$ cat config.mk
export PLATFORM = sky130hd
export DESIGN_NAME = tcam_lookup_ctrl
export DESIGN_NICKNAME = d
export VERILOG_FILES = /design/src/rtl/tcam_lookup_ctrl.sv
export SDC_FILE = /design/constraint.sdc
export NUM_CORES = 1
export LEC_CHECK = 0
export CORE_ASPECT_RATIO = 0.7
export CORE_MARGIN = 3
export CORE_UTILIZATION = 45
export DETAILED_ROUTE_END_ITERATION = 6
export PLACE_DENSITY_LB_ADDON = 0.1
export SYNTH_ARGS = -nofsm -noshare
export SYNTH_HDL_FRONTEND = slang
export SYNTH_SLANG_ARGS = --single-unit
export TNS_END_PERCENT = 30
$ cat constraint.sdc
create_clock -name CLK -period 6.3 [get_ports CLK]
set_input_delay 1.26 -clock CLK [delete_from_list [all_inputs] [get_ports CLK]]
set_output_delay 1.26 -clock CLK [all_outputs]
set_load 0.01 [all_outputs]
$ cat src/rtl/tcam_lookup_ctrl.sv
// tcam_lookup_ctrl: lookup/refill sequencer for the 256-entry cache tag TCAM.
// Accepts tag lookups over valid/ready, qualifies the TCAM match with a
// per-entry valid bit, and on a miss requests a refill, writes the new tag at
// a round-robin victim index and reports what was evicted.
// Optional build macro: TCAM_CTRL_STATS_EN adds saturating hit/miss/evict
// counters.
module tcam_lookup_ctrl #(
    parameter int TAG_W = 28,
    parameter int IDX_W = 8
) (
    input  logic             CLK,
    input  logic             RST,
    input  logic             req_valid,
    output logic             req_ready,
    input  logic [TAG_W-1:0] req_tag,
    output logic             resp_valid,
    input  logic             resp_ready,
    output logic             resp_hit,
    output logic [IDX_W-1:0] resp_index,
    output logic             resp_evict_valid,
    output logic [TAG_W-1:0] resp_evict_tag,
    output logic             refill_req,
    output logic [TAG_W-1:0] refill_tag,
    input  logic             refill_ack,
    input  logic             flush,
    output logic [TAG_W-1:0] tcam_tag_in,
    output logic             tcam_tag_update,
    output logic [IDX_W-1:0] tcam_rep_ptr,
    input  logic             tcam_found,
    input  logic [IDX_W-1:0] tcam_hit_index,
    input  logic [TAG_W-1:0] tcam_replaced_tag
`ifdef TCAM_CTRL_STATS_EN
    ,
    output logic [31:0]      hit_count,
    output logic [31:0]      miss_count,
    output logic [31:0]      evict_count
`endif
);

    localparam int ENTRIES = 1 << IDX_W;

    typedef enum logic [2:0] {
        ST_IDLE   = 3'd0,
        ST_LOOKUP = 3'd1,
        ST_REFILL = 3'd2,
        ST_UPDATE = 3'd3,
        ST_RESP   = 3'd4
    } state_t;

    state_t             state_r;
    logic [TAG_W-1:0]   tag_q_r;
    logic [TAG_W-1:0]   evict_tag_r;
    logic               evict_v_r;
    logic [IDX_W-1:0]   rep_ptr_r;
    logic [ENTRIES-1:0] valid_r;

    logic               resp_valid_r;
    logic               resp_hit_r;
    logic [IDX_W-1:0]   resp_index_r;
    logic               resp_evict_valid_r;
    logic [TAG_W-1:0]   resp_evict_tag_r;
    logic               refill_req_r;
    logic               tcam_tag_update_r;

    logic               lookup_hit_s;
    logic               req_ready_s;

    // A TCAM match only counts when the matched entry is valid; a stale match
    // on an invalidated entry is treated as a miss.
    assign lookup_hit_s = tcam_found && valid_r[tcam_hit_index];

    // Ready only in IDLE, and dropped while flush or reset is being applied.
    assign req_ready_s = (state_r == ST_IDLE) && !RST && !flush;

    assign req_ready        = req_ready_s;
    assign resp_valid       = resp_valid_r;
    assign resp_hit         = resp_hit_r;
    assign resp_index       = resp_index_r;
    assign resp_evict_valid = resp_evict_valid_r;
    assign resp_evict_tag   = resp_evict_tag_r;
    assign refill_req       = refill_req_r;
    assign refill_tag       = tag_q_r;
    assign tcam_tag_in      = tag_q_r;
    assign tcam_tag_update  = tcam_tag_update_r;
    assign tcam_rep_ptr     = rep_ptr_r;

    // Lookup/refill sequencer with all handshake outputs held in registers.
    always_ff @(posedge CLK) begin
        if (RST) begin
            state_r            <= ST_IDLE;
            tag_q_r            <= {TAG_W{1'b0}};
            evict_tag_r        <= {TAG_W{1'b0}};
            evict_v_r          <= 1'b0;
            rep_ptr_r          <= {IDX_W{1'b0}};
            valid_r            <= {ENTRIES{1'b0}};
            resp_valid_r       <= 1'b0;
            resp_hit_r         <= 1'b0;
            resp_index_r       <= {IDX_W{1'b0}};
            resp_evict_valid_r <= 1'b0;
            resp_evict_tag_r   <= {TAG_W{1'b0}};
            refill_req_r       <= 1'b0;
            tcam_tag_update_r  <= 1'b0;
        end else begin
            case (state_r)
                ST_IDLE: begin
                    if (flush) begin
                        valid_r   <= {ENTRIES{1'b0}};
                        rep_ptr_r <= {IDX_W{1'b0}};
                    end else if (req_valid) begin
                        tag_q_r <= req_tag;
                        state_r <= ST_LOOKUP;
                    end else begin
                        state_r <= ST_IDLE;
                    end
                end
                ST_LOOKUP: begin
                    if (lookup_hit_s) begin
                        resp_hit_r         <= 1'b1;
                        resp_index_r       <= tcam_hit_index;
                        resp_evict_valid_r <= 1'b0;
                        resp_valid_r       <= 1'b1;
                        state_r            <= ST_RESP;
                    end else begin
                        evict_tag_r  <= tcam_replaced_tag;
                        evict_v_r    <= valid_r[rep_ptr_r];
                        refill_req_r <= 1'b1;
                        state_r      <= ST_REFILL;
                    end
                end
                ST_REFILL: begin
                    if (refill_ack) begin
                        refill_req_r      <= 1'b0;
                        tcam_tag_update_r <= 1'b1;
                        state_r           <= ST_UPDATE;
                    end else begin
                        state_r <= ST_REFILL;
                    end
                end
                ST_UPDATE: begin
                    // The TCAM captures tag_q at rep_ptr on this edge.
                    tcam_tag_update_r  <= 1'b0;
                    valid_r[rep_ptr_r] <= 1'b1;
                    resp_hit_r         <= 1'b0;
                    resp_index_r       <= rep_ptr_r;
                    resp_evict_valid_r <= evict_v_r;
                    resp_evict_tag_r   <= evict_tag_r;
                    rep_ptr_r          <= rep_ptr_r + {{(IDX_W-1){1'b0}}, 1'b1};
                    resp_valid_r       <= 1'b1;
                    state_r            <= ST_RESP;
                end
                ST_RESP: begin
                    if (resp_ready) begin
                        resp_valid_r <= 1'b0;
                        state_r      <= ST_IDLE;
                    end else begin
                        state_r <= ST_RESP;
                    end
                end
                default: begin
                    state_r           <= ST_IDLE;
                    resp_valid_r      <= 1'b0;
                    refill_req_r      <= 1'b0;
                    tcam_tag_update_r <= 1'b0;
                end
            endcase
        end
    end

`ifdef TCAM_CTRL_STATS_EN
    logic [31:0] hit_count_r;
    logic [31:0] miss_count_r;
    logic [31:0] evict_count_r;

    assign hit_count   = hit_count_r;
    assign miss_count  = miss_count_r;
    assign evict_count = evict_count_r;

    // Saturating event counters; only reset clears them, flush does not.
    always_ff @(posedge CLK) begin
        if (RST) begin
            hit_count_r   <= 32'd0;
            miss_count_r  <= 32'd0;
            evict_count_r <= 32'd0;
        end else begin
            if ((state_r == ST_LOOKUP) && lookup_hit_s && (hit_count_r != 32'hFFFF_FFFF)) begin
                hit_count_r <= hit_count_r + 32'd1;
            end else begin
                hit_count_r <= hit_count_r;
            end
            if ((state_r == ST_LOOKUP) && !lookup_hit_s && (miss_count_r != 32'hFFFF_FFFF)) begin
                miss_count_r <= miss_count_r + 32'd1;
            end else begin
                miss_count_r <= miss_count_r;
            end
            if ((state_r == ST_UPDATE) && evict_v_r && (evict_count_r != 32'hFFFF_FFFF)) begin
                evict_count_r <= evict_count_r + 32'd1;
            end else begin
                evict_count_r <= evict_count_r;
            end
        end
    end
`endif

endmodule

==> Word level (Yosys, flattened, before mapping) <==
Cells that the tools add are included.
{ "op_classes": {"n_addsub": 1, "mul": 0, "div_mod_pow": 0, "n_lt_le_gt_ge": 3, "eq_ne": 10, "shifts": 0, "n_mux": 29, "n_bitwise": 6, "n_reduce_logical": 19} }
{ "op_table": {"columns": ["operator", "count"], "rows": [
  ["case mux 256 bit (2 select lines)", 1],
  ["2-to-1 mux 256 bit", 1],
  ["bitwise OR 256 bit", 1],
  ["case mux 8 bit (2 select lines)", 2],
  ["< comparator 8 x 9 -> 1 bit (second input constant)", 2],
  ["binary-select mux 1 bit (select 8 bit)", 2],
  ["2-to-1 mux 8 bit", 2],
  ["case mux 3 bit (5 select lines)", 1],
  ["inequality test 2 bit (second input constant)", 6],
  ["2-to-1 mux 1 bit", 11],
  ["2-to-1 mux 3 bit", 3],
  ["AND reduction 3 bit", 3],
  ["adder 8 x 1 -> 8 bit (second input constant)", 1],
  ["demux 1 bit (select 8 bit)", 1],
  [">= comparator 8 x 1 -> 1 bit (second input constant)", 1],
  ["AND reduction 2 bit", 4],
  ["== test 3 x 2 -> 1 bit (second input constant)", 2],
  ["case mux 1 bit (2 select lines)", 3],
  ["OR reduction 3 bit", 2],
  ["inverter 1 bit", 5],
  ["logical AND 1 bit", 4],
  ["case mux 1 bit (4 select lines)", 1],
  ["nonzero test 2 bit", 2],
  ["== test 3 x 1 -> 1 bit (second input constant)", 1],
  ["other kinds (5)", 6]
]} }
{ "totals": {"ff_bits": 365, "latchBits": 0, "ram_bits": 0, "mem_bits_ro": 0, "output_inout_bits": 106, "mem_count": 0} }

==> Depth between registers and ports, before layout <==
Gate-level depths: netlist (run 1).
{ "depth": {"word_depth": 6, "mapped_depth": 13, "depth_no_buf": 8} }

==> Least setup slack after synthesis (run 1) <==
No wires, ideal clock.
{ "synth_timing": {"path_kind": "input -> register", "start": "input tcam_hit_index[0]", "end": "register evict_tag_r[0]", "setup_time_ns": 0.128, "arrival_time_ns": 3.928, "path_slack_ns": 2.245, "path_stages": 11, "n_path_buf": 3, "cell_sequence": "buf_6 buf_6 mux4_2 a22o_1 a221oi_1 nor3b_1 or4_4 a221oi_4 buf_8 mux2i_1 nor2_1"} }
{ "synth_between": {"elab_chain_cells": 5} }
{ "synth_rtl": {"columns": ["element", "line_no", "text"], "rows": [
  ["start, declared", "30", "input logic [IDX_W-1:0] tcam_hit_index,"],
  ["binary-select mux 1 bit (select 8 bit)", "70", "assign lookup_hit_s = tcam_found && valid_r[tcam_hit_index];"],
  ["2-to-1 mux 1 bit (implied by the code)", "70", null],
  ["logical AND 1 bit", "70", null],
  ["inverter 1 bit (no source line)", null, null],
  ["AND reduction 2 bit (no source line)", null, null],
  ["end signal, assigned", "92", "evict_tag_r <= {TAG_W{1'b0}};"],
  ["end signal, assigned", "124", "evict_tag_r <= tcam_replaced_tag;"],
  ["end, declared", "52", "logic [TAG_W-1:0] evict_tag_r;"]
]} }
Every way passes these cells. The select of a mux whose other input is x is not followed.
A chain may end at the register's enable or synchronous reset.

==> Worst setup path after layout (run 1) <==
{ "layout_timing": {"start": "input tcam_hit_index[0]", "end": "register evict_tag_r[13]"} }
Same word-level chain as after synthesis.

==> summary.txt, run 1 <==
Status
  – Outcome: finished, final reports clean

Power and ir drop
  – Switching Fraction: 23.0%
  – Total internal power: 3900 µW
  – NetSw: 1160 µW
  – Fraction of power consumed by sequential logic: 46.4%
  – Peak supply drop: 0.238 mV
  – Leakage: 0.00657 µW
  – Final Total Pwr: 5070 µW
  – Part of the total power dissipated in the clock network: 47.0%
  – Power per Cell Area: 259 mW/mm²
  – Combinational fraction of design power: 6.6%

Route
  – DRT Wirelength: 53700 µm
  – TritonRoute pass-1 iters: 5
  – Via count: 13900
  – Average wire length per cell after detail routing: 23.3 µm
  – Routed Antenna Nets: 0
  – DRC violation count after routing: 0
  – DRT iter0 DRCs: 1462
  – Average vias per placed instance: 6.02

Floorplanning
  – Number of placement rows: 58
  – Top Ports: 177
  – Die Y: 167 µm
  – Horizontal die dimension: 236 µm
  – Core footprint: 0.0361 mm²
  – Area of the die: 0.0393 mm²
  – Starting density of the core: 45.9%

Logic synthesis
  – Post-synthesis cell area: 0.0166 mm²
  – Number of enable flip-flop cells after synthesis: 0
  – Mean cell area of the mapped netlist: 9.47 µm²
  – Flip-flop and latch count after synthesis: 365
  – Number of warnings issued by yosys: 0
  – Cell types occupying the most area after synthesis: sky130_fd_sc_hd__dfxtp_1, sky130_fd_sc_hd__mux4_2, sky130_fd_sc_hd__a21oi_1
  – Fraction of registers with async set or reset after synthesis: 0%
  – Area share of the leading cell type in the synthesized netlist: 44.0%
  – Gate count of the mapped netlist: 1753
  – Dominant register cell in the synthesized netlist: sky130_fd_sc_hd__dfxtp_1
  – Largest area contributor in the netlist: sky130_fd_sc_hd__dfxtp_1
  – Sequential-to-total area share from yosys stat: 44.0%
  – Post-synthesis net count: 1828
  – Cell variety after synth: 57

Timing
  – Worst hold-check slack: 0.450 ns
  – Transition time at the pin with the least slew margin: 1.34 ns
  – Minimum clock period after layout: 4.59 ns
  – Skew final: 0.0219 ns
  – Final-report hold violation count: 0
  – Setup repair after global routing missed its margin: no
  – Slew margin rel.: 10.4%
  – Highest clock rate: 0.218 GHz
  – Portion of the clock cycle consumed by the worst path in the final layout: 72.8%
  – Worst Setup Slack, final: 1.71 ns
  – Final setup violation count: 0
  – Final Slew Violations: 0
  – Setup TNS after final layout: 0 ns

Global routing
  – Wire length of the first global-routing pass: 81800 µm
  – GRT Util Overall: 26.6%
  – Via count of the first global-routing pass: 13000
  – Antenna violations before repair: 0
  – Largest net degree at the start of global routing: 170
  – Total congestion overflow after global routing: 0

Clocking
  – Clock tree root buffer cell: sky130_fd_sc_hd__clkbuf_16
  – Quantity of gates resized following cts: 0
  – Clock Sink Count: 365
  – Quantity of hold-fixing buffers added after cts: 0
  – Clock transition time at the flip-flop clock pins of the worst setup and hold paths: 0.06 ns
  – Number of setup buffers added after CTS: 0
  – Clock tree from TritonCTS: built
  – Total CTS buffers: 38
  – H-tree depth reported by CTS: 2
  – Clock network latency to the later pin of the worst-skew pair: 0.55 ns
  – CTS max path bufs: 3

Cells and area
  – Commonest non-fill, non-tap cells in the layout: sky130_fd_sc_hd__dfxtp_1, sky130_fd_sc_hd__nor2_1, sky130_fd_sc_hd__a21oi_1
  – Area growth syn-to-layout: 18.0%
  – Most common cell after layout, fill and taps aside: sky130_fd_sc_hd__dfxtp_1
  – Combined flip-flop and latch cell area: 0.00731 mm²
  – Net total in the final layout: 1875
  – Layout Cells excl Fill: 2307
  – Multi-input combinational cell area: 0.00835 mm²
  – Total of fill cells in the finished design: 3296
  – Share of final-layout standard cells stronger than drive strength 1: 13.2%
  – Final antenna diode count: 0

Job
  – Max-Cap Viols: 0

Worst hold path
  – End point of the most critical hold path: resp_evict_tag[23]
  – Startpoint of the worst hold path: evict_tag_r[23]
  – Classification of the worst-slack hold path: flop to flop
  – Worst hold path stage count: 2

Setup path
  – Worst-case reg-to-reg path depth: 8
  – Buf/Inv on CP: 2
  – Kind of cell with the highest combined delay on the critical path: simple AND/OR/NAND/NOR gates
  – Worst setup path class: input pin to flop
  – Worst-case register-to-register setup slack: 2.49 ns
  – Reg2Reg Capture Point: evict_v_r
  – Category of the worst setup path launch point: input pin
  – Top cell by count, worst path: sky130_fd_sc_hd__buf_4
  – Master of the slowest instance on the critical path: sky130_fd_sc_hd__buf_4
  – Crit path largest cell delay: 0.65 ns
  – Critical Path Fanout Max: 45
  – Crit path capture type: flop
  – Critical-path cell list: buf_4 -> mux4_2 -> and3_1 -> or4_1 -> or4_4 -> a221oi_4 -> buf_4 -> mux2i_1 -> nor2_1
  – Req. time, crit path: 6.68 ns
  – Critical R2R Launch: tcam_rep_ptr[3]
  – Launch point of the worst path: tcam_hit_index[0]
  – Worst endpoint data arrival time: 4.97 ns

Placement
  – Number of placed cells counting well taps: 2240
  – Setup Slack @ Placement: 1.14 ns
  – Routability congestion estimate from global placement: 0.863
  – PortBufs: 176
  – HPWL after detailed placement: 33700 µm
cell type report:
cell class,instances,area share (%)
Sequential cell,365,37.3
Multi-Input combinational cell,1183,42.6
Tap cell,480,3.07
Inverter,8,0.153
Clock buffer,54,5.84
Timing Repair Buffer,204,10.1
Clock inverter,13,0.913
power groups by stage:
| stage | Combinational, µW | Sequential (µW) | Clock, µW |
|---|---|---|---|
| after floorplan | 206 | 2400 | 0 |
| after global placement | 331 | 2400 | 0 |
| after detailed placement | 334 | 2400 | 0 |
| after CTS | 334 | 2350 | 2420 |
| after global routing | 358 | 2350 | 2510 |
| final | 334 | 2350 | 2380 |
stage by stage:
stage / utilization, % / area (µm²)
after CTS: 54.2 / 19600
after detailed placement: 50.6 / 18300
after global routing: 54.2 / 19600
after global placement: 50.6 / 18300
after floorplan: - / 16600
final: 54.2 / 19600
cells by family after synthesis:
logic type / after synthesis / synth area share (%)
AO/OA/AOI/OAI: 403 / 13.6
XOR/XNOR: 1 / 0.0528
adder cells (fa/ha/maj): 4 / 0.302
buffers and inverters: 205 / 5.74
flip-flops: 365 / 44.0
multiplexers: 196 / 21.6
AND/OR/NAND/NOR: 579 / 14.7
tightest hold or removal path: stages (launching register included):
cell	delay (ns)
sky130_fd_sc_hd__dfxtp_1	0.31
sky130_fd_sc_hd__nand2_1	0.05
sky130_fd_sc_hd__a21oi_1	0.05
cells in the mapped netlist (12+ instances only):
master	number
sky130_fd_sc_hd__a21oi_1	304
sky130_fd_sc_hd__a31oi_1	28
sky130_fd_sc_hd__and3_1	17
sky130_fd_sc_hd__buf_1	18
sky130_fd_sc_hd__buf_4	30
sky130_fd_sc_hd__clkbuf_1	132
sky130_fd_sc_hd__dfxtp_1	365
sky130_fd_sc_hd__mux2i_1	63
sky130_fd_sc_hd__mux4_2	129
sky130_fd_sc_hd__nand2_1	145
sky130_fd_sc_hd__nand3_1	23
sky130_fd_sc_hd__nor2_1	322
sky130_fd_sc_hd__nor2b_1	12
sky130_fd_sc_hd__nor3_1	18
sky130_fd_sc_hd__o22ai_1	14
routing by layer:
| layer | share of wire (%) | track usage, % | vias to the layer above |
|---|---|---|---|
| met4 | 2.1 | 6.24 | 0 |
| met1 | 45 | 39.5 | 6840 |
| li1 | - | - | 6324 |
| met2 | 43 | 39.1 | 629 |
| met3 | 9.5 | 6.34 | 88 |
| met5 | 0 | 0 | - |
registers in the layout, indices dropped and copies added (netlist names), 3 cells and up:
name            count
valid_r           256
evict_tag_r        28
refill_tag         28
resp_evict_tag     28
resp_index          8
tcam_rep_ptr        8
state_r             3
worst max path at each step:
stage | endpoint | cells after the start
CTS | evict_tag_r[5] | 9
global placement | evict_tag_r[2] | 9
floorplan | evict_tag_r[0] | 11
finish | evict_tag_r[13] | 9
global route | evict_tag_r[10] | 10
detailed placement | evict_tag_r[13] | 9
No activity file was read; power rests on OpenSTA's default activity.
==> run 2: changes to the inputs <==
clock period = 4.1 ns   (was 6.3 ns; I/O delays follow)
==> run 2 against run 1 <==
Core utilization increased by 1.1 points; via count increased by 1.2%; hold slack got worse by 0.0028 ns; die area unchanged; final cell count increased by 1.8%; sequential power increased by 54%; global-route usage increased by 0.60 points; combinational power increased by 64%; critical path type is now flop to flop.
==> summary.txt, run 2 (synthesis gave the netlist of run 1 again) <==
Timing
  – Setup repair after global routing missed its margin: no
  – Minimum clock period after layout: 3.71 ns
  – Setup TNS after final layout: 0 ns
  – Final setup violation count: 0
  – Highest clock rate: 0.269 GHz
  – Worst Setup Slack, final: 0.387 ns
  – Transition time at the pin with the least slew margin: 1.29 ns
  – Slew margin rel.: 14.0%
  – Final Slew Violations: 0
  – Portion of the clock cycle consumed by the worst path in the final layout: 90.6%
  – Skew final: 0.0251 ns
  – Final-report hold violation count: 0

Clocking
  – H-tree depth reported by CTS: 2
  – Total CTS buffers: 37
  – Quantity of gates resized following cts: 0
  – Quantity of hold-fixing buffers added after cts: 0
  – Clock network latency to the later pin of the worst-skew pair: 0.55 ns
  – Number of setup buffers added after CTS: 0
  – Clock tree root buffer cell: sky130_fd_sc_hd__clkbuf_16
  – Clock tree from TritonCTS: built
  – CTS max path bufs: 3
  – Clock Sink Count: 365
  – Clock transition time at the flip-flop clock pins of the worst setup and hold paths: 0.06 ns

Global routing
  – Largest net degree at the start of global routing: 84
  – Antenna violations before repair: 0
  – GRT Util Overall: 27.2%
  – Via count of the first global-routing pass: 13400
  – Total congestion overflow after global routing: 0
  – Wire length of the first global-routing pass: 83000 µm

Route
  – Via count: 14000
  – TritonRoute pass-1 iters: 5
  – DRC violation count after routing: 0
  – Average vias per placed instance: 5.98
  – Average wire length per cell after detail routing: 23.3 µm
  – DRT iter0 DRCs: 1657
  – DRT Wirelength: 54700 µm
  – Routed Antenna Nets: 0

Floorplanning
  – Horizontal die dimension: 236 µm
  – Area of the die: 0.0393 mm²
  – Number of placement rows: 58
  – Core footprint: 0.0361 mm²
  – Die Y: 167 µm
  – Starting density of the core: 45.9%
  – Top Ports: 177

Setup path
  – Worst-case register-to-register setup slack: 0.39 ns
  – Worst setup path class: flop to flop
  – Crit path largest cell delay: 1.13 ns
  – Critical Path Fanout Max: 14
  – Worst endpoint data arrival time: 4.19 ns
  – Req. time, crit path: 4.57 ns
  – Master of the slowest instance on the critical path: sky130_fd_sc_hd__and3_1
  – Critical-path cell list: inv_1 -> nor2_1 -> and3_1 -> a21oi_1 -> nor2_1
  – Crit path capture type: flop
  – Top cell by count, worst path: sky130_fd_sc_hd__nor2_1
  – Category of the worst setup path launch point: flop

Cells and area
  – Commonest non-fill, non-tap cells in the layout: sky130_fd_sc_hd__dfxtp_1, sky130_fd_sc_hd__nor2_1, sky130_fd_sc_hd__a21oi_1
  – Layout Cells excl Fill: 2348
  – Register name with the most flops: valid_r
  – Most common cell after layout, fill and taps aside: sky130_fd_sc_hd__dfxtp_1
  – Largest register FFs: 256
  – Share of final-layout standard cells stronger than drive strength 1: 15.0%
  – Net total in the final layout: 1916
  – Final antenna diode count: 0
  – Total of fill cells in the finished design: 3212
  – Area growth syn-to-layout: 20.5%

Worst hold path
  – Classification of the worst-slack hold path: flop to flop

Power and ir drop
  – Part of the total power dissipated in the clock network: 44.7%
  – Total internal power: 5760 µW
  – Power per Cell Area: 377 mW/mm²
  – NetSw: 1770 µW
  – Switching Fraction: 23.6%
  – Leakage: 0.00681 µW
  – Combinational fraction of design power: 7.3%
  – Fraction of power consumed by sequential logic: 48.0%
  – Peak supply drop: 0.268 mV

Placement
  – HPWL after detailed placement: 36000 µm
  – PortBufs: 176
  – Setup Slack @ Placement: 0.0471 ns
  – Routability congestion estimate from global placement: 0.901
  – Number of placed cells counting well taps: 2282

Status
  – Outcome: finished, final reports clean

Job
  – Max-Cap Viols: 0
[run 2: area by class of cell]
class	instances	area [µm²]	area share, %
inverters	8	30.0	0.150
multi-input cells	1183	8350	41.8
repair buffers	246	2490	12.4
flip-flops and latches	365	7310	36.6
clock inverters	8	68.8	0.344
clock buffers	58	1140	5.72
well taps	480	601	3.00
[run 2: path summary, 6_finish.rpt]
| kind | start | endpoint | cells past startpoint |
|---|---|---|---|
| hold / removal | evict_tag_r[21] | resp_evict_tag[21] | 2 |
| setup / recovery | tcam_rep_ptr[3] | valid_r[216] | 5 |
| setup reg to reg | tcam_rep_ptr[3] | valid_r[216] | 5 |
| hold reg to reg | evict_tag_r[21] | resp_evict_tag[21] | 2 |
[run 2: metal layers]
metal	GRT usage, %	routed length (µm)	vias up
li1	-	-	6380
met1	39.9	24300	6950
met2	39.7	23800	640
met3	7.53	5380	76
met4	6.55	1210	0
met5	0	0	-
[run 2: power by group through the flow]
| stage | logic (µW) | registers, µW | clock network, µW |
|---|---|---|---|
| floorplan | 317 | 3690 | 0 |
| global placement | 541 | 3690 | 0 |
| detailed placement | 546 | 3690 | 0 |
| CTS | 547 | 3610 | 3440 |
| global route | 584 | 3620 | 3560 |
| finish | 547 | 3620 | 3370 |
[run 2: through the flow]
| step | total power, µW | utilization [%] | instance area, µm² | hold slack (ns) |
|---|---|---|---|---|
| after global routing | 7770 | 55.3 | 20000 | 0.468 |
| after global placement | 4230 | 52.0 | 18800 | 0.439 |
| final | 7530 | 55.3 | 20000 | 0.447 |
| after detailed placement | 4240 | 52.0 | 18800 | 0.442 |
| after CTS | 7600 | 55.3 | 20000 | 0.447 |
| after floorplan | 4010 | - | 16600 | 0.431 |
[run 2: worst max-delay path: cells and delay by family, from the launching register on]
family / cells / cell delay (ns)
buffers and inverters: 1 / 0.65
and+or+nand+nor: 3 / 2.08
AOI/OAI and AO/OA: 1 / 0.17
DFF: 1 / 0.74
==> run 3: changes to the inputs <==
clock period = 3.6 ns   (was 4.1 ns; I/O delays follow)
==> run 3 against run 2 <==
Via count rose by 0.93%; critical path depth rose by 6; sequential power rose by 14%; critical endpoint is now resp_evict_valid; largest power group unchanged; highest routed layer unchanged.
==> summary.txt, run 3 (synthesis gave the netlist of run 1 again) <==
Status
  – Outcome: finished, final reports clean

Cells and area
  – Total of fill cells in the finished design: 3241
  – Register name with the most flops: valid_r
  – Final antenna diode count: 0
  – Net total in the final layout: 1945
  – Combined flip-flop and latch cell area: 0.00731 mm²
  – Commonest non-fill, non-tap cells in the layout: sky130_fd_sc_hd__dfxtp_1, sky130_fd_sc_hd__nor2_1, sky130_fd_sc_hd__a21oi_1
  – Share of final-layout standard cells stronger than drive strength 1: 16.3%
  – Area growth syn-to-layout: 22.2%
  – Most common cell after layout, fill and taps aside: sky130_fd_sc_hd__dfxtp_1
  – Util after Layout: 56.1%
  – Largest register FFs: 256
  – Multi-input combinational cell area: 0.00835 mm²

Route
  – DRT Wirelength: 54800 µm
  – Routed Antenna Nets: 0
  – Average wire length per cell after detail routing: 23.1 µm
  – DRT iter0 DRCs: 1704
  – Via count: 14200
  – DRC violation count after routing: 0
  – Average vias per placed instance: 5.97
  – TritonRoute pass-1 iters: 6

Floorplanning
  – Number of placement rows: 58
  – Top Ports: 177
  – Core footprint: 0.0361 mm²
  – Starting density of the core: 45.9%
  – Horizontal die dimension: 236 µm
  – Die Y: 167 µm
  – Area of the die: 0.0393 mm²

Placement
  – Routability congestion estimate from global placement: 0.900
  – PortBufs: 176
  – Setup Slack @ Placement: -0.307 ns
  – HPWL after detailed placement: 36500 µm

Timing
  – Setup repair after global routing missed its margin: no
  – Slew margin rel.: 19.6%
  – Worst Setup Slack, final: 0.147 ns
  – Portion of the clock cycle consumed by the worst path in the final layout: 95.9%
  – Final setup violation count: 0
  – Final-report hold violation count: 0
  – Final Slew Violations: 0
  – Worst hold-check slack: 0.450 ns
  – Highest clock rate: 0.290 GHz
  – Minimum clock period after layout: 3.45 ns
  – Skew final: 0.0249 ns
  – Transition time at the pin with the least slew margin: 1.20 ns

Clocking
  – Clock tree root buffer cell: sky130_fd_sc_hd__clkbuf_16
  – Clock tree from TritonCTS: built
  – Clock Sink Count: 365
  – Number of setup buffers added after CTS: 0
  – Clock transition time at the flip-flop clock pins of the worst setup and hold paths: 0.06 ns
  – Clock network latency to the later pin of the worst-skew pair: 0.54 ns
  – Quantity of gates resized following cts: 0
  – CTS max path bufs: 3
  – Quantity of hold-fixing buffers added after cts: 0
  – Total CTS buffers: 37
  – H-tree depth reported by CTS: 2

Power and ir drop
  – Combinational fraction of design power: 7.6%
  – Switching Fraction: 23.1%
  – Final Total Pwr: 8720 µW
  – Fraction of power consumed by sequential logic: 47.2%
  – NetSw: 2020 µW
  – Total internal power: 6700 µW
  – Peak supply drop: 0.304 mV
  – Part of the total power dissipated in the clock network: 45.2%
  – Leakage: 0.00697 µW
  – Power per Cell Area: 430 mW/mm²

Worst hold path
  – Classification of the worst-slack hold path: flop to flop

Global routing
  – Wire length of the first global-routing pass: 84300 µm
  – Antenna violations before repair: 0
  – Via count of the first global-routing pass: 13600
  – GRT Util Overall: 27.4%
  – Largest net degree at the start of global routing: 94
  – Total congestion overflow after global routing: 0

Setup path
  – Worst setup path class: input pin to flop
  – Worst endpoint data arrival time: 3.83 ns
  – Category of the worst setup path launch point: input pin
  – Critical Path Fanout Max: 11
  – Crit path capture type: flop
  – Worst-case register-to-register setup slack: 0.34 ns
  – Req. time, crit path: 3.97 ns

Job
  – Max-Cap Viols: 0
==> run 3: cell count changes in the layout (fill, tap and decap cells not counted), sizes merged <==
cell / delta
buf: +29
clkbuf: -8
bufinv: +3
clkinv: +1
clkinvlp: +1
==> run 3: final timing paths <==
| path | startpoint | end | cells past startpoint |
|---|---|---|---|
| max reg2reg | tcam_rep_ptr[0] | evict_v_r | 8 |
| max | tcam_hit_index[4] | resp_evict_valid | 11 |
| min | evict_tag_r[1] | resp_evict_tag[1] | 2 |
| min reg2reg | evict_tag_r[1] | resp_evict_tag[1] | 2 |
==> run 3: critical path, cell delays in order <==
cell and delay [ns]:
sky130_fd_sc_hd__clkdlybuf4s50_1 0.63, sky130_fd_sc_hd__buf_4 0.27, sky130_fd_sc_hd__nand3b_1 0.16, sky130_fd_sc_hd__o22ai_1 0.08
sky130_fd_sc_hd__or4_1 0.57, sky130_fd_sc_hd__nand3_1 0.10, sky130_fd_sc_hd__and4b_1 0.31, sky130_fd_sc_hd__a32o_1 0.55
sky130_fd_sc_hd__buf_4 0.21, sky130_fd_sc_hd__a2bb2oi_1 0.16, sky130_fd_sc_hd__nor2_1 0.06
==> run 3: stage by stage <==
step	area, µm²	setup TNS (ns)	instances
floorplan	16600	0	1753
global route	20300	0	2374
CTS	20300	0	2374
global placement	19100	-7.83	2311
detailed placement	19100	-9.48	2311
finish	20300	0	2374
==> run 3: final cells by class <==
class | count | area share (%)
clock buffer | 50 | 5.31
clock inverter | 13 | 0.753
inverter | 8 | 0.148
multi-input combinational | 1183 | 41.2
sequential | 365 | 36.1
tap | 480 | 2.96
timing repair buffer | 275 | 13.6
==> run 3: per-layer routing <==
layer  GRT usage, %  routed length (µm)  part of all wire (%)
met1           40.0               24100                    44
met2           40.5               23900                    44
met4           6.95                1360                   2.5
met5          0.606                   0                     0
met3           7.22                5410                   9.9
==> run 3: power groups by stage <==
stage	registers (µW)	logic, µW	clock network (µW)
6_report	4110	662	3940
5_1_grt	4120	709	4180
4_1_cts	4110	662	4030
3_5_place_dp	4200	660	0
3_3_place_gp	4200	655	0
2_1_floorplan	4200	361	0
